===== config.mk =====
export PLATFORM = sky130hd
export DESIGN_NAME = multicycle_control
export DESIGN_NICKNAME = d
export VERILOG_FILES = /design/src/rtl/multicycle_control.sv
export SDC_FILE = /design/constraint.sdc
export NUM_CORES = 1
export LEC_CHECK = 0
export BUFFER_PORTS_ARGS = -buffer_cell sky130_fd_sc_hd__buf_2
export CAP_MARGIN = 0
export CORE_ASPECT_RATIO = 1.2
export CORE_MARGIN = 1.5
export CORE_UTILIZATION = 40
export CTS_BUF_LIST = sky130_fd_sc_hd__clkbuf_4 sky130_fd_sc_hd__clkbuf_8 sky130_fd_sc_hd__clkbuf_16
export CTS_CLUSTER_SIZE = 16
export DETAILED_ROUTE_END_ITERATION = 7
export PLACE_DENSITY = 0.73
export SYNTH_ARGS = -nofsm -noshare
export SYNTH_HDL_FRONTEND = slang
export SYNTH_SLANG_ARGS = --single-unit

===== constraint.sdc =====
create_clock -name clk -period 1.4 [get_ports clk]
set_input_delay 0.07 -clock clk [delete_from_list [all_inputs] [get_ports clk]]
set_output_delay 0.07 -clock clk [all_outputs]
set_load 0.1 [all_outputs]

===== src/rtl/multicycle_control.sv =====
// Multi-cycle MIPS main control FSM. Each instruction is walked through
// fetch, decode, execute, memory and writeback states, and the controls for
// the shared ALU and shared memory are decoded each cycle from the current
// state. Memory states honour a minimum latency and an optional ready
// handshake, so one controller covers both ideal and wait-stated memories.
//
//   state   | meaning
//   --------+--------------------------------------------------------------
//   FETCH   | read instruction at PC, PC+4 through ALU; IR/PC load on done
//   DECODE  | opcode dispatch; ALU precomputes branch target PC+(imm<<2)
//   MEMADR  | effective address = rs + sign-extended immediate
//   MEMRD   | data read at ALUOut, held until the access completes
//   MEMWB   | loaded data written to rt
//   MEMWR   | data write at ALUOut, held until the access completes
//   EXEC    | R-type ALU operation selected by funct
//   RTYPEWB | R-type result written to rd
//   IEXEC   | I-type ALU operation with immediate operand
//   IWB     | I-type result written to rt
//   BRANCH  | compare and conditional PC load from ALUOut
//   JUMP    | unconditional PC load from jump target
module multicycle_control #(
  parameter int                  OP_SIZE       = 6,
  parameter int                  MEM_LATENCY   = 1,
  parameter int                  USE_MEM_READY = 0,
  parameter logic [OP_SIZE-1:0]  OP_RTYPE      = 'h00,
  parameter logic [OP_SIZE-1:0]  OP_LB         = 'h20,
  parameter logic [OP_SIZE-1:0]  OP_LH         = 'h21,
  parameter logic [OP_SIZE-1:0]  OP_SB         = 'h28,
  parameter logic [OP_SIZE-1:0]  OP_SH         = 'h29,
  parameter logic [OP_SIZE-1:0]  OP_BEQ        = 'h04,
  parameter logic [OP_SIZE-1:0]  OP_BGEZ       = 'h01,
  parameter logic [OP_SIZE-1:0]  OP_ADDI       = 'h08,
  parameter logic [OP_SIZE-1:0]  OP_ORI        = 'h0D,
  parameter logic [OP_SIZE-1:0]  OP_ANDI       = 'h0C,
  parameter logic [OP_SIZE-1:0]  OP_SLTI       = 'h0A,
  parameter logic [OP_SIZE-1:0]  OP_LUI        = 'h0F,
  parameter logic [OP_SIZE-1:0]  OP_J          = 'h02
) (
  input  logic               clk,
  input  logic               reset,
  input  logic [OP_SIZE-1:0] Opcode,
  input  logic               mem_ready,
  output logic               PCWrite,
  output logic               PCWriteCond,
  output logic               IorD,
  output logic               MemRead,
  output logic               MemWrite,
  output logic               IRWrite,
  output logic               MemtoReg,
  output logic               RegDst,
  output logic               RegWrite,
  output logic               ALUSrcA,
  output logic               Branch,
  output logic [1:0]         ALUSrcB,
  output logic [1:0]         ALUOp,
  output logic [1:0]         PCSource,
  output logic [3:0]         state,
  output logic               instr_done,
  output logic               illegal_op
);

  typedef enum logic [3:0] {
    FETCH   = 4'd0,
    DECODE  = 4'd1,
    MEMADR  = 4'd2,
    MEMRD   = 4'd3,
    MEMWB   = 4'd4,
    MEMWR   = 4'd5,
    EXEC    = 4'd6,
    RTYPEWB = 4'd7,
    IEXEC   = 4'd8,
    IWB     = 4'd9,
    BRANCH  = 4'd10,
    JUMP    = 4'd11
  } state_t;

  localparam int             CNT_W   = (MEM_LATENCY > 1) ? $clog2(MEM_LATENCY) : 1;
  localparam logic [CNT_W-1:0] CNT_MAX = CNT_W'(MEM_LATENCY - 1);

  state_t           state_q;
  state_t           next_state;
  state_t           decode_target;
  logic             decode_illegal;
  logic             is_store;
  logic             in_mem_state;
  logic             mem_done;
  logic [CNT_W-1:0] mem_cnt;

  // Access completes once the minimum latency has elapsed and, when the
  // handshake is enabled, the memory reports ready at that saturated count.
  assign in_mem_state = (state_q == FETCH) || (state_q == MEMRD) || (state_q == MEMWR);
  assign mem_done     = (mem_cnt == CNT_MAX) && (mem_ready || (USE_MEM_READY == 0));
  assign is_store     = (Opcode == OP_SB) || (Opcode == OP_SH);

  // Opcode dispatch target out of DECODE; unknown opcodes go straight back to FETCH.
  always_comb begin
    decode_target  = FETCH;
    decode_illegal = 1'b0;
    case (Opcode)
      OP_LB, OP_LH, OP_SB, OP_SH:                decode_target = MEMADR;
      OP_RTYPE:                                  decode_target = EXEC;
      OP_ADDI, OP_ORI, OP_ANDI, OP_SLTI, OP_LUI: decode_target = IEXEC;
      OP_BEQ, OP_BGEZ:                           decode_target = BRANCH;
      OP_J:                                      decode_target = JUMP;
      default:                                   decode_illegal = 1'b1;
    endcase
  end

  // Next-state selection; memory states hold until their access completes.
  always_comb begin
    next_state = state_q;
    case (state_q)
      FETCH:   if (mem_done) next_state = DECODE;
      DECODE:  next_state = decode_target;
      MEMADR:  next_state = is_store ? MEMWR : MEMRD;
      MEMRD:   if (mem_done) next_state = MEMWB;
      MEMWB:   next_state = FETCH;
      MEMWR:   if (mem_done) next_state = FETCH;
      EXEC:    next_state = RTYPEWB;
      RTYPEWB: next_state = FETCH;
      IEXEC:   next_state = IWB;
      IWB:     next_state = FETCH;
      BRANCH:  next_state = FETCH;
      JUMP:    next_state = FETCH;
      default: next_state = FETCH;
    endcase
  end

  // State register and memory-access cycle counter (saturating, cleared on exit).
  always_ff @(posedge clk) begin
    if (reset) begin
      state_q <= FETCH;
      mem_cnt <= '0;
    end else begin
      state_q <= next_state;
      if (in_mem_state && !mem_done) begin
        if (mem_cnt != CNT_MAX) mem_cnt <= mem_cnt + 1'b1;
      end else begin
        mem_cnt <= '0;
      end
    end
  end

  // Moore-style control decode; everything is held at zero while in reset.
  always_comb begin
    PCWrite     = 1'b0;
    PCWriteCond = 1'b0;
    IorD        = 1'b0;
    MemRead     = 1'b0;
    MemWrite    = 1'b0;
    IRWrite     = 1'b0;
    MemtoReg    = 1'b0;
    RegDst      = 1'b0;
    RegWrite    = 1'b0;
    ALUSrcA     = 1'b0;
    Branch      = 1'b0;
    ALUSrcB     = 2'b00;
    ALUOp       = 2'b00;
    PCSource    = 2'b00;
    instr_done  = 1'b0;
    illegal_op  = 1'b0;
    state       = 4'd0;
    if (!reset) begin
      state = state_q;
      case (state_q)
        FETCH: begin
          MemRead = 1'b1;
          ALUSrcB = 2'b01;
          if (mem_done) begin
            IRWrite = 1'b1;
            PCWrite = 1'b1;
          end
        end
        DECODE: begin
          ALUSrcB = 2'b11;
          if (decode_illegal) begin
            illegal_op = 1'b1;
            instr_done = 1'b1;
          end
        end
        MEMADR: begin
          ALUSrcA = 1'b1;
          ALUSrcB = 2'b10;
        end
        MEMRD: begin
          IorD    = 1'b1;
          MemRead = 1'b1;
        end
        MEMWB: begin
          MemtoReg   = 1'b1;
          RegWrite   = 1'b1;
          instr_done = 1'b1;
        end
        MEMWR: begin
          IorD       = 1'b1;
          MemWrite   = 1'b1;
          instr_done = mem_done;
        end
        EXEC: begin
          ALUSrcA = 1'b1;
          ALUOp   = 2'b10;
        end
        RTYPEWB: begin
          RegDst     = 1'b1;
          RegWrite   = 1'b1;
          instr_done = 1'b1;
        end
        IEXEC: begin
          ALUSrcA = 1'b1;
          ALUSrcB = 2'b10;
          ALUOp   = 2'b11;
        end
        IWB: begin
          RegWrite   = 1'b1;
          instr_done = 1'b1;
        end
        BRANCH: begin
          ALUSrcA     = 1'b1;
          ALUOp       = 2'b01;
          PCWriteCond = 1'b1;
          PCSource    = 2'b01;
          Branch      = 1'b1;
          instr_done  = 1'b1;
        end
        JUMP: begin
          PCWrite    = 1'b1;
          PCSource   = 2'b10;
          instr_done = 1'b1;
        end
        default: ;
      endcase
    end
  end

endmodule


==> results of run 1 <==
cell families after synthesis:
| kind of cell | count (synthesis) |
|---|---|
| and+or+nand+nor | 57 |
| other | 1 |
| DFF | 5 |
| AOI/OAI and AO/OA | 27 |
| xor gates and xnor gates | 2 |
| buffers and inverters | 16 |
synth_stat cells, types with 2 or more instances:
| library cell | count |
|---|---|
| nor2_1 | 14 |
| nand2b_1 | 9 |
| nor3_1 | 7 |
| a21oi_1 | 6 |
| nand2_1 | 6 |
| dfxtp_1 | 5 |
| clkbuf_1 | 4 |
| nor2b_1 | 4 |
| o21ai_0 | 4 |
| a22oi_1 | 3 |
| buf_2 | 3 |
| buf_4 | 3 |
| inv_1 | 3 |
| o31ai_1 | 3 |
| a21o_1 | 2 |
| a31oi_1 | 2 |
| and3_1 | 2 |
| inv_2 | 2 |
| nor4_1 | 2 |
| o22ai_1 | 2 |
| or3_1 | 2 |
| or3b_1 | 2 |
metrics by stage:
stage	std cells	hold slack [ps]
after floorplan	108	269
after global placement	174	424
==> flow_summary.json, run 1 <==
{
  "post_synth_main_area_contributors": "dfxtp_1 14%, nand2b_1 8.0%, nor2_1 7.5%",
  "die_width_microns": 41.3,
  "dp_hpwl_mm": 3.23,
  "row_count": 16,
  "syn_inst": 108,
  "syn_avg_cell_area_sq_um": 6.52,
  "place.gp.congestion": 0.962,
  "asyncSetResetFlopFracSynth": 0,
  "post-synth-top-area-cell": "dfxtp_1",
  "post_synthesis_sequential_area_ratio": 0.142,
  "yosysUniqueCellTypes": 40,
  "yosys.area_share.xor_xnor": 0.0249,
  "synth_simple_gate_area_frac": 0.456,
  "synth.ff_latch_count": 5,
  "postSynthNetCount": 117,
  "synth.mux.area_fraction": 0,
  "failed_stage": "detailed placement",
  "compound_gate_portion_of_the_synthesized_area": 0.265,
  "synth_top_cell_area_share": 0.142,
  "synth_top_family_by_area": "simple AND/OR/NAND/NOR gates",
  "initial_utilization": 0.429,
  "dominantRegCellSynth": "dfxtp_1",
  "run_status": "stopped before the end",
  "synthesis.area_sq_um": 704,
  "io_buffers": 30,
  "synthesis.yosys.warnings": 0,
  "synth_edf_count": 0,
  "log_error": "[ERROR DPL-0033] detailed placement checks failed during check placement.",
  "synth-adder-area-share": 0,
  "pin_count": 32,
  "dieHeight_microns": 49.0
}
==> inputs of run 2 (changes only) <==
Settings changed: CORE_AREA set to 2 2 63 65, CORE_ASPECT_RATIO 1.2 to unset, CORE_MARGIN 1.5 to unset, CORE_UTILIZATION 40 to unset, CTS_BUF_LIST sky130_fd_sc_hd__clkbuf_4 sky130_fd_sc_hd__clkbuf_8 sky130_fd_sc_hd__clkbuf_16 to unset, CTS_CLUSTER_SIZE 16 to unset, DIE_AREA set to 0 0 65 67, PLACE_DENSITY 0.73 to unset, PLACE_DENSITY_LB_ADDON set to 0.15.
Clock period 1.4 ns to 1.82 ns, I/O delays scaled along.
==> flow_summary.json, run 2 <==
{
  "floorplan.die_area_sq_um": 4360,
  "synthesis.yosys.warnings": 0,
  "post-route-drc-count": 0,
  "mostFrequentLayoutCells": "23 x buf_12, 15 x buf_4, 12 x nor2_1",
  "yosysMostFrequentCell": "nor2_1",
  "yosysUniqueCellTypes": 40,
  "postCtsHoldBufs": 0,
  "post_synth_main_area_contributors": "dfxtp_1 14%, nand2b_1 8.0%, nor2_1 7.5%",
  "power-per-cell-area_nw_per_um2": 706,
  "synth_edf_count": 0,
  "detail_route.first_pass.iterations": 4,
  "worst_ep_arrival_time_ps": 1660,
  "post-synth-top-area-cell": "dfxtp_1",
  "fill_cells": 359,
  "top_register": "state_q",
  "cts.sink_count": 5,
  "headroom_to_the_max_slew_limit": 0.637,
  "vdd_ir_drop_max_mv": 0.293,
  "dieHeight_microns": 67,
  "largest_reg_flops": 4,
  "hold_depth": 4,
  "detailroute.via_count": 916,
  "setup_viol_count_final": 0,
  "residual_overflow_from_global_routing": 0,
  "finish.net_count": 156,
  "asyncSetResetFlopFracSynth": 0,
  "cap_viol_max_count": 0,
  "layout.cells.most_common": "buf_12",
  "ctsRootBufferMaster": "clkbuf_8",
  "final.setup.tns_ps": 0,
  "synthesis.area_sq_um": 704,
  "skew_pair_late_insertion_delay_ps": 220,
  "cts.repair_timing.setup_buffer_count": 0,
  "dp_hpwl_mm": 2.03,
  "coreArea_sq_um": 3610,
  "grt_max_degree": 15,
  "dominantRegCellSynth": "dfxtp_1",
  "critPathKind": "flop to primary output",
  "synth.ff_latch_count": 5,
  "htree_levels": 1,
  "worst_pin_slew_ps": 540,
  "synthToLayoutAreaGrowth_pct": 118,
  "grt_setup_unrepaired": "false",
  "final.setup_skew_ps": 2.94,
  "cts_tree": "yes",
  "fraction_of_final_layout_cells_with_drive_strength_greater_than_1": 0.541,
  "timing.critical_path.to_type": "primary output",
  "crit_path_max_fanout": 8,
  "timing.critical_path.required_ps": 1730,
  "place.detailed.instances": 190,
  "place.gp.congestion": 0.853,
  "row_count": 22,
  "registers_with_the_most_flip_flops": "state_q: 4 flops, mem_cnt: 1 flops",
  "grt_antenna_before_repair": 0,
  "finalHoldViolations": 0,
  "syn_avg_cell_area_sq_um": 6.52,
  "number_of_antenna_diodes": 0,
  "post_drt_wl_per_cell_microns": 12.3,
  "grt_usage": 0.123,
  "vias_in_the_first_global_route": 867,
  "synth_top_cell_area_share": 0.142,
  "run_status": "finished, final reports clean",
  "initial_utilization": 0.195,
  "die_width_microns": 65,
  "ant_nets": 0,
  "post-route-period-util": 0.963,
  "startpoint_type": "flop",
  "p_leak_nw": 0.576,
  "placement.setup.worst_slack_ps": 187,
  "buffer_levels_on_the_longest_clock_path": 2,
  "postRouteWirelength_mm": 2.40,
  "io_buffers": 30,
  "hold_path.class": "input pin to flop",
  "synthTopCellsByCount": "14 x nor2_1, 9 x nand2b_1, 7 x nor3_1",
  "finalMaxSlewViolations": 0,
  "fmax_ghz": 0.571,
  "postSynthNetCount": 117,
  "routed_via_density": 4.72,
  "final_critical_path_setup_slack_ps": 67.8,
  "period_minus_slack_ps": 1750,
  "clkTransAtPathRegs_ps": 40,
  "reg2regPathDepth": 5,
  "cts_made_buffers": 3,
  "first_iter_violations": 29,
  "syn_inst": 108,
  "stdcell_count": 194,
  "post_synthesis_sequential_area_ratio": 0.142,
  "grt_pass1_wl_mm": 4.13,
  "pin_count": 32
}
[run 2: cell type report]
class / instances / area [sq um] / area share
multi-input combinational: 87 / 697 / 0.454
clock buffer: 4 / 45.0 / 0.0293
timing repair buffer: 45 / 608 / 0.396
inverter: 5 / 22.5 / 0.0147
tap: 48 / 60.1 / 0.0391
sequential: 5 / 104 / 0.0676
[run 2: worst paths after layout]
kind	start	end	slack [ps]
worst max-delay path	state_q[0]	PCWriteCond	70
worst min-delay path	Opcode[4]	state_q[3]	240
worst max register to register	state_q[1]	state_q[2]	430
worst min register to register	state_q[3]	state_q[3]	630
[run 2: power breakdown]
group	leakage (nW)	switching [mW]	internal (mW)
Clock	0.0228	0.0519	0.150
Sequential	0.0425	0.0210	0.122
Combinational	0.511	0.459	0.281
Total	0.576	0.532	0.552
[run 2: metrics by stage]
stage               hold slack [ps]  power, mW  instance area (sq um)  utilization
finish                          236       1.08                   1540        0.426
global route                    242       1.14                   1540        0.426
CTS                             236       1.09                   1530        0.425
detailed placement              471      0.884                   1490        0.412
global placement                464      0.877                   1490        0.412
floorplan                       290      0.650                    938            -
[run 2: cells by family after synthesis]
logic type | synth area share
xor gates and xnor gates | 0.0249
and+or+nand+nor | 0.456
other | 0.00532
buffers and inverters | 0.107
AOI/OAI and AO/OA | 0.265
DFF | 0.142
[run 2: per-layer routing]
metal,wire [microns],global-route usage,up-vias
met5,0,0,-
met1,1030,0.156,425
met3,118,0.0169,4
met4,41,0.0479,0
met2,1200,0.210,27
li1,-,-,460
[run 2: critical path, stage by stage (launching register included)]
cell	delay (ps)
dfxtp_1	350
buf_4	190
nand2b_4	160
nor3_4	300
and2_4	260
buf_12	180
[run 2: timing repair]
item | 4_1_cts | 5_1_grt
cloned | 0 | 0
setup endpoints to repair | 5 | 5
resized for setup | 1 | 3
Note: power is estimated with default switching activity, not from simulation.
